$ cat src/rtl/serial_subtractor_if.sv
// serial_subtractor_if: operand load and result bundle for the bit-serial subtractor
interface serial_subtractor_if #(parameter int WIDTH = 8);
  logic start;
  logic [WIDTH-1:0] a;
  logic [WIDTH-1:0] b;
  logic bin;
  logic busy;
  logic done;
  logic [WIDTH-1:0] diff;
  logic bout;
  logic v;
  modport master (output start, a, b, bin, input busy, done, diff, bout, v);
  modport slave (input start, a, b, bin, output busy, done, diff, bout, v);
endinterface

$ cat src/rtl/serial_subtractor.sv
// serial_subtractor: bit-serial a - b - bin, LSB first, one full-subtractor cell and a borrow flop
module serial_subtractor #(parameter int WIDTH = 8) (
  input logic clk,
  input logic rst_n,
  serial_subtractor_if.slave s
);
  localparam int CW = $clog2(WIDTH);
  typedef enum logic [1:0] {IDLE, RUN, DONE} state_t;
  state_t state;
  logic [WIDTH-1:0] sa, sb, sr;
  logic [CW-1:0] cnt;
  logic borrow, d, nb;
  assign d = sa[0] ^ sb[0] ^ borrow;
  assign nb = (~sa[0] & sb[0]) | (~(sa[0] ^ sb[0]) & borrow);
  always_ff @(posedge clk or negedge rst_n) begin
    if (!rst_n) begin
      state <= IDLE;
      sa <= '0;
      sb <= '0;
      sr <= '0;
      cnt <= '0;
      borrow <= 1'b0;
      s.busy <= 1'b0;
      s.done <= 1'b0;
      s.diff <= '0;
      s.bout <= 1'b0;
      s.v <= 1'b0;
    end else begin
      case (state)
        IDLE: if (s.start) begin
          sa <= s.a;
          sb <= s.b;
          borrow <= s.bin;
          cnt <= '0;
          sr <= '0;
          state <= RUN;
          s.busy <= 1'b1;
        end
        RUN: begin
          sa <= sa >> 1;
          sb <= sb >> 1;
          sr <= {d, sr[WIDTH-1:1]};
          borrow <= nb;
          cnt <= cnt + 1'b1;
          // borrow here is the borrow into the MSB on the final bit
          if (cnt == CW'(WIDTH - 1)) begin
            state <= DONE;
            s.done <= 1'b1;
            s.diff <= {d, sr[WIDTH-1:1]};
            s.bout <= nb;
            s.v <= borrow ^ nb;
          end
        end
        default: begin
          state <= IDLE;
          s.done <= 1'b0;
          s.busy <= 1'b0;
        end
      endcase
    end
  end
endmodule

$ cat src/flat_wrapper.sv
// flat-port wrapper written by rule: the top's interface ports become plain ports
module serial_subtractor_flat 
#(parameter int WIDTH = 8)
  (clk, rst_n, s_start, s_a, s_b, s_bin, s_busy, s_done, s_diff, s_bout, s_v);
  serial_subtractor_if #(.WIDTH(WIDTH)) s_i ();
  input logic clk;
  input logic rst_n;
  input wire logic [$bits(s_i.start)-1:0] s_start;
  input wire logic [$bits(s_i.a)-1:0] s_a;
  input wire logic [$bits(s_i.b)-1:0] s_b;
  input wire logic [$bits(s_i.bin)-1:0] s_bin;
  output wire logic [$bits(s_i.busy)-1:0] s_busy;
  output wire logic [$bits(s_i.done)-1:0] s_done;
  output wire logic [$bits(s_i.diff)-1:0] s_diff;
  output wire logic [$bits(s_i.bout)-1:0] s_bout;
  output wire logic [$bits(s_i.v)-1:0] s_v;
  assign s_i.start = s_start;
  assign s_i.a = s_a;
  assign s_i.b = s_b;
  assign s_i.bin = s_bin;
  assign s_busy = s_i.busy;
  assign s_done = s_i.done;
  assign s_diff = s_i.diff;
  assign s_bout = s_i.bout;
  assign s_v = s_i.v;
  serial_subtractor #(.WIDTH(WIDTH)) u_core (.clk(clk), .rst_n(rst_n), .s(s_i));
endmodule
$ cat config.mk
export PLATFORM = sky130hd
export DESIGN_NAME = serial_subtractor_flat
export DESIGN_NICKNAME = d
export VERILOG_FILES = /design/src/rtl/serial_subtractor_if.sv /design/src/rtl/serial_subtractor.sv /design/src/flat_wrapper.sv
export SDC_FILE = /design/constraint.sdc
export NUM_CORES = 1
export LEC_CHECK = 0
export CAP_MARGIN = 40
export CELL_PAD_IN_SITES_DETAIL_PLACEMENT = 1
export CELL_PAD_IN_SITES_GLOBAL_PLACEMENT = 1
export CORE_UTILIZATION = 40
export DETAILED_ROUTE_END_ITERATION = 10
export PLACE_DENSITY_LB_ADDON = 0.1
export SLEW_MARGIN = 30
export SYNTH_ARGS = -nofsm -noshare
export SYNTH_HDL_FRONTEND = slang
export SYNTH_SLANG_ARGS = --single-unit
export TNS_END_PERCENT = 30
$ cat constraint.sdc
create_clock -name clk -period 1.8 [get_ports clk]
set_input_delay 0.18 -clock clk [delete_from_list [all_inputs] [get_ports clk]]
set_output_delay 0.18 -clock clk [all_outputs]
set_load 0.02 [all_outputs]
==> metrics.cfg, run 1 <==
[run_status]
status=complete, no violations

[die]
initial_core_util_pct=41.6
die_area_mm2=0.00480
fp.dieW_um=69.3
row_count=24
die_y_um=69.3
ios=32
core_mm2=0.00435

[setup_path]
required_ns=1.99
cp-start-kind=flip-flop
cp.arrival_ns=1.70
critPathCaptureType=flip-flop
crit_type=flip-flop to flip-flop
reg2reg_slack_ns=0.29
worstPathMaxFanout=13

[route]
vias=1284
wl_um=3600
antenna_left=0
dr.pass1.iters=4
drcViolationCount=0
via_per_inst=5.35
drt_iter0_drc=81
routedWlPerCell_um=15.0

[timing]
slew_headroom_pct=65.7
finalHoldViolCount=0
setup_viol=0
rsz0062_at_grt=no
worstMarginPinSlew_ns=0.515
fin_crit_ns=1.51
final.period_utilization_pct=84.0
maxSlewViolCount=0
finClkSkew_ns=0.00783
finalSetupTns_ns=0
setup_slack_ns=0.287
fmax_mhz=661

[flow_run]
max_cap_viol_count=0

[clock_network]
clockRootBuffer=clkbuf_8
htree_levels=2
post_cts_resize_count=0
clock_sinks=41
tritoncts=built
clk_path_buf_depth=2
cts_buffers=5
clock_latency_ns=0.30
path_clk_slew_ns=0.08

[global_route]
grt_overflow=0
grt_start_max_net_pins=42
grt_pass1_vias=1395
antenna_found_initial=0
grt_usage_pct=17.4
grt_pass1_wl_um=6610

[layout]
drive_above_1_share_pct=14.4
postLayoutCoreUtil_pct=52.0
n_fill_cell=459
syn_to_final_growth_pct=25.1
diodes=0
layout.nets=211
layout_commonest_cell=dfrtp_1
layout_common_cells=dfrtp_1, clkdlybuf4s50_1, nor3_1

[synth]
syn_area_mm2=0.00181
synth.avg_cell_area_um2=11.7
synth.distinct_cells=27
ys.warnings.count=0
ys_seq_area_share_pct=56.7
syn-num-nets=178
synth-seq-cells=41
synth_cells=155

[placed_design]
hpwlAfterDp_um=2520
gp_congestion=0.719
io_buffers=31
dpl_worst_slack_ns=0.120

[pwr]
ir_worst_vdd_uv=785
p_leak_nw=1.02
p_per_area_mw_per_mm2=1710

[hold_path]
min_path_type=primary input to asynchronous set/reset pin

==> kinds of logic after synthesis <==
| logic type | after synthesis | share of synthesized area (%) |
|---|---|---|
| adders and majority gates | 3 | 2.49 |
| DFF | 41 | 56.7 |
| xor gates and xnor gates | 1 | 0.484 |
| buffers and inverters | 15 | 4.56 |
| AOI/OAI and AO/OA | 23 | 10.2 |
| and+or+nand+nor | 63 | 20.0 |
| muxes | 9 | 5.60 |
==> final timing paths <==
kind | start | to | cells past startpoint
worst min-delay path | rst_n | u_core.s.v$_DFFE_PN0P_ | 3
min in group clk | s_b[7] | u_core.sb[7]$_DFFE_PN0P_ | 2
worst max register to register | u_core.cnt[0]$_DFFE_PN0P_ | u_core.s.diff[7]$_DFFE_PN0P_ | 4
worst min register to register | u_core.s.bout$_DFFE_PN0P_ | u_core.s.bout$_DFFE_PN0P_ | 2
max in group asynchronous | rst_n | u_core.sb[2]$_DFFE_PN0P_ | 3
worst max-delay path | u_core.cnt[0]$_DFFE_PN0P_ | u_core.s.diff[7]$_DFFE_PN0P_ | 4
==> layout make-up <==
class | count | area [um2] | area share, %
flip-flops and latches | 41 | 1030 | 45.3
clock inverters | 2 | 35.0 | 1.55
multi-input cells | 99 | 702 | 31.0
well taps | 52 | 65.1 | 2.87
inverters | 4 | 15.0 | 0.663
repair buffers | 37 | 353 | 15.6
clock buffers | 5 | 68.8 | 3.04
==> worst max-delay path: stages, from the launching register on <==
cell and delay (ns):
dfrtp_1 0.39, ha_1 0.21, ha_1 0.24, nand3b_4 0.20
mux2_2 0.36
==> repair_timing <==
action / 4_1_cts / 5_1_grt
buffers inserted: 0 / 0
endpoints found under the hold margin: 41 / 0
endpoints found under the setup margin: 0 / 0
hold buffers: 1 / 0
==> layer usage <==
metal / track usage (%) / vias up / share of wire (%)
met5: 0 / - / 0
met4: 6.12 / 0 / 1.7
met3: 4.80 / 8 / 3.9
met2: 29.8 / 25 / 50
met1: 21.0 / 643 / 44
li1: - / 608 / -
==> registers in the layout (all words and copies together) (netlist names) <==
register       flops
u_core.s.diff      8
u_core.sa          8
u_core.sb          8
u_core.sr          7
u_core.cnt         3
u_core.state       2
u_core.borrow      1
u_core.s.bout      1
u_core.s.busy      1
u_core.s.done      1
u_core.s.v         1
==> stage by stage <==
step | std cells | total power, mW | hold slack, ns | area (um2)
after global routing | 240 | 4.17 | 0.475 | 2260
after CTS | 240 | 3.92 | 0.475 | 2260
after global placement | 232 | 3.11 | 0.273 | 2150
after detailed placement | 232 | 3.20 | 0.281 | 2150
final | 240 | 3.87 | 0.474 | 2260
after floorplan | 155 | 2.67 | -0.116 | 1810
==> cells in the mapped netlist <==
cell,number,share of area (%)
dfrtp_1,41,57
or2_1,1,0.35
ha_1,2,1.4
buf_4,3,1.2
a221o_1,2,1.1
or3_1,1,0.35
xor2_1,1,0.48
inv_1,4,0.83
a22o_1,11,5.3
nor2b_4,1,0.76
fa_1,1,1.1
a221oi_1,1,0.48
nand2_1,4,0.83
nand3b_4,1,1.1
clkbuf_1,1,0.21
buf_6,1,0.62
mux2_2,9,5.6
nor3b_1,12,5.0
o31ai_1,1,0.41
a21oi_1,3,0.83
buf_2,6,1.7
o21ba_4,1,0.90
nand2b_1,4,1.4
o21ai_0,4,1.1
nor3_2,2,1.1
nor3_1,22,6.1
nor2_1,15,3.1
==> where the power goes <==
group          internal [mW]  switching, mW
Clock                  0.403          0.319
Combinational          0.802          0.739
Sequential              1.34          0.269
No activity file was read; power rests on OpenSTA's default activity.
==> inputs of run 2 (changes only) <==
--- a/config.mk
+++ b/config.mk
@@ -8,7 +8,7 @@
 export CAP_MARGIN = 40
 export CELL_PAD_IN_SITES_DETAIL_PLACEMENT = 1
 export CELL_PAD_IN_SITES_GLOBAL_PLACEMENT = 1
-export CORE_UTILIZATION = 40
+export CORE_UTILIZATION = 37
 export DETAILED_ROUTE_END_ITERATION = 10
 export PLACE_DENSITY_LB_ADDON = 0.1
 export SLEW_MARGIN = 30
==> constraint.sdc (replaced) <==
create_clock -name clk -period 1.23 [get_ports clk]
set_input_delay 0.123 -clock clk [delete_from_list [all_inputs] [get_ports clk]]
set_output_delay 0.123 -clock clk [all_outputs]
set_load 0.02 [all_outputs]
==> run 2 against run 1 <==
Against the previous run:
- the run now ends with negative setup slack left
- clock skew increased by 0.00093 ns
- sequential power increased by 48%
- core utilization increased by 6.1 points
- clock power increased by 80%
- combinational power increased by 110%
- die area increased by 7.9%
- register-to-register slack got worse by 0.40 ns
- total power increased by 78%
- worst hold slack got worse by 0.15 ns
- non-clock buffer count increased by 30
- worst setup slack got worse by 0.40 ns
- critical endpoint is now u_core.s.diff[1]$_DFFE_PN0P_
==> metrics.cfg, run 2 (synthesized netlist as in run 1, its figures left out) <==
[route]
wl_met3_um=167
via_per_inst=5.10
dr_wl_met2_um=2390
met1Wirelength_um=2280
wl_um=4890
drcViolationCount=0
vias=1465
drt_iter0_drc=44
routed.top_layer=met4
dr.pass1.iters=4
routedWlPerCell_um=17.0
antenna_left=0

[placed_design]
dp.cells=262
io_buffers=31
hpwlAfterDp_um=2900
gp_congestion=0.759

[clock_network]
clk_path_buf_depth=2
clock_sinks=41
cts_buffers=5
clockRootBuffer=clkbuf_8
clock_latency_ns=0.30
tritoncts=built
path_clk_slew_ns=0.08
htree_levels=2

[global_route]
grt_pass1_vias=1458
grt_start_max_net_pins=42
grt_overflow=0
grt_usage_pct=18.9
antenna_found_initial=0
grt_pass1_wl_um=7420

[layout]
instances_no_fill=287
n_fill_cell=498
layout_commonest_cell=dfrtp_1
layout_common_cells=dfrtp_1, buf_4, clkdlybuf4s50_1
multi_input_area_um2=852
diodes=0
largest_registers=u_core.s.diff x8, u_core.sa x8, u_core.sb x8
syn_to_final_growth_pct=51.6
layout.nets=242
seqCellArea_mm2=0.00103
drive_above_1_share_pct=38.6

[timing]
final.period_utilization_pct=110
setup_viol=24
holdWs_ns=0.322
maxSlewViolCount=0
setup_slack_ns=-0.117
fmax_mhz=742
fin_crit_ns=1.35
rsz0062_at_grt=yes
slew_headroom_pct=81.0
finClkSkew_ns=0.00876
finalHoldViolCount=0
worstMarginPinSlew_ns=0.282

[setup_path]
r2r_cells=4
path_cells=ha_2 -> ha_4 -> nand3b_4 -> mux2_4
required_ns=1.41
r2r_end=u_core.s.diff[1]$_DFFE_PN0P_
critPathSlowestCell=dfrtp_1
crit_buf_inv=0
worstPathMaxFanout=5
worstReg2RegStart=u_core.cnt[1]$_DFFE_PN0P_
critPathTopFamily=flip-flops
reg2reg_slack_ns=-0.12
crit_type=flip-flop to flip-flop
cp-start-kind=flip-flop
cpPeakStageDelay_ns=0.40
critPathCaptureType=flip-flop
cp.arrival_ns=1.53

[pwr]
p_leak_nw=1.30
p_per_area_mw_per_mm2=2510
ir_worst_vdd_uv=1080

[die]
die_y_um=72.0
core_mm2=0.00472
ios=32
fp.dieW_um=72.0
die_area_mm2=0.00518
row_count=25
initial_core_util_pct=38.3

[flow_run]
max_cap_viol_count=0

[hold_path]
min_path_type=primary input to asynchronous set/reset pin

[run_status]
violations=negative setup slack
status=complete, but fails checks

[run 2: cell types whose count changed in the layout (fill, tap and decap cells not counted), moves of 4 or more]
cell	delta
nor3_2	+7
nor3b_2	+4
mux2_4	+8
dlygate4sd2_1	+12
nor3_1	-7
clkdlybuf4s50_1	-12
buf_6	+7
buf_4	+20
nor3b_1	-4
mux2_2	-8
[run 2: area by class of cell]
type                    instances  share of cell area [%]
multi-input cells             100                    31.0
inverters                       4                   0.547
repair buffers                 67                    23.0
flip-flops and latches         41                    37.5
clock inverters                 3                    2.37
well taps                      67                    3.05
clock buffers                   5                    2.51
[run 2: worst max-delay path by stage]
stage	from	to	depth (start not counted)
after floorplan	u_core.cnt[1]$_DFFE_PN0P_	u_core.s.diff[2]$_DFFE_PN0P_	5
after global placement	s_start	u_core.sb[7]$_DFFE_PN0P_	5
after detailed placement	s_start	u_core.sa[3]$_DFFE_PN0P_	6
after global routing	u_core.cnt[1]$_DFFE_PN0P_	u_core.s.diff[1]$_DFFE_PN0P_	4
after CTS	u_core.cnt[0]$_DFFE_PN0P_	u_core.s.diff[1]$_DFFE_PN0P_	4
final	u_core.cnt[1]$_DFFE_PN0P_	u_core.s.diff[1]$_DFFE_PN0P_	4
[run 2: where the power goes]
group          total, mW  switching, mW  internal [mW]
clock               1.30          0.496          0.807
sequential          2.37          0.413           1.96
combinational       3.21           1.45           1.76
total               6.88           2.36           4.52
[run 2: per-layer routing]
metal  up-vias  GRT usage [%]
met5         -              0
met2        30           30.1
met4         0           5.88
met1       755           26.0
met3         5           4.31
li1        675              -
[run 2: worst register-to-register path: stages, from the launching register on]
cell and delay (ns):
dfrtp_1 0.40, ha_2 0.20, ha_4 0.19, nand3b_4 0.14
mux2_4 0.31
[run 2: repair_timing]
item                                    4_1_cts  5_1_grt
hold endpoints to repair                     41        0
gates cloned                                  1        1
pin swaps                                     6       14
endpoints found under the setup margin       40       38
hold buffers                                  1        0
buffers inserted                              3       11
gates resized for setup                      29       25
[run 2: through the flow]
stage | cell area [um2] | TNS, ns | utilization, % | setup slack, ns | power, mW
6_report | 2750 | -1.30 | 58.1 | -0.117 | 6.88
3_3_place_gp | 2330 | -5.45 | 49.3 | -0.203 | 4.94
4_1_cts | 2540 | -1.08 | 53.8 | -0.116 | 6.51
3_5_place_dp | 2330 | -7.05 | 49.3 | -0.283 | 5.08
5_1_grt | 2750 | -2.39 | 58.1 | -0.154 | 7.29
2_1_floorplan | 1850 | -0.726 | - | -0.132 | 4.02
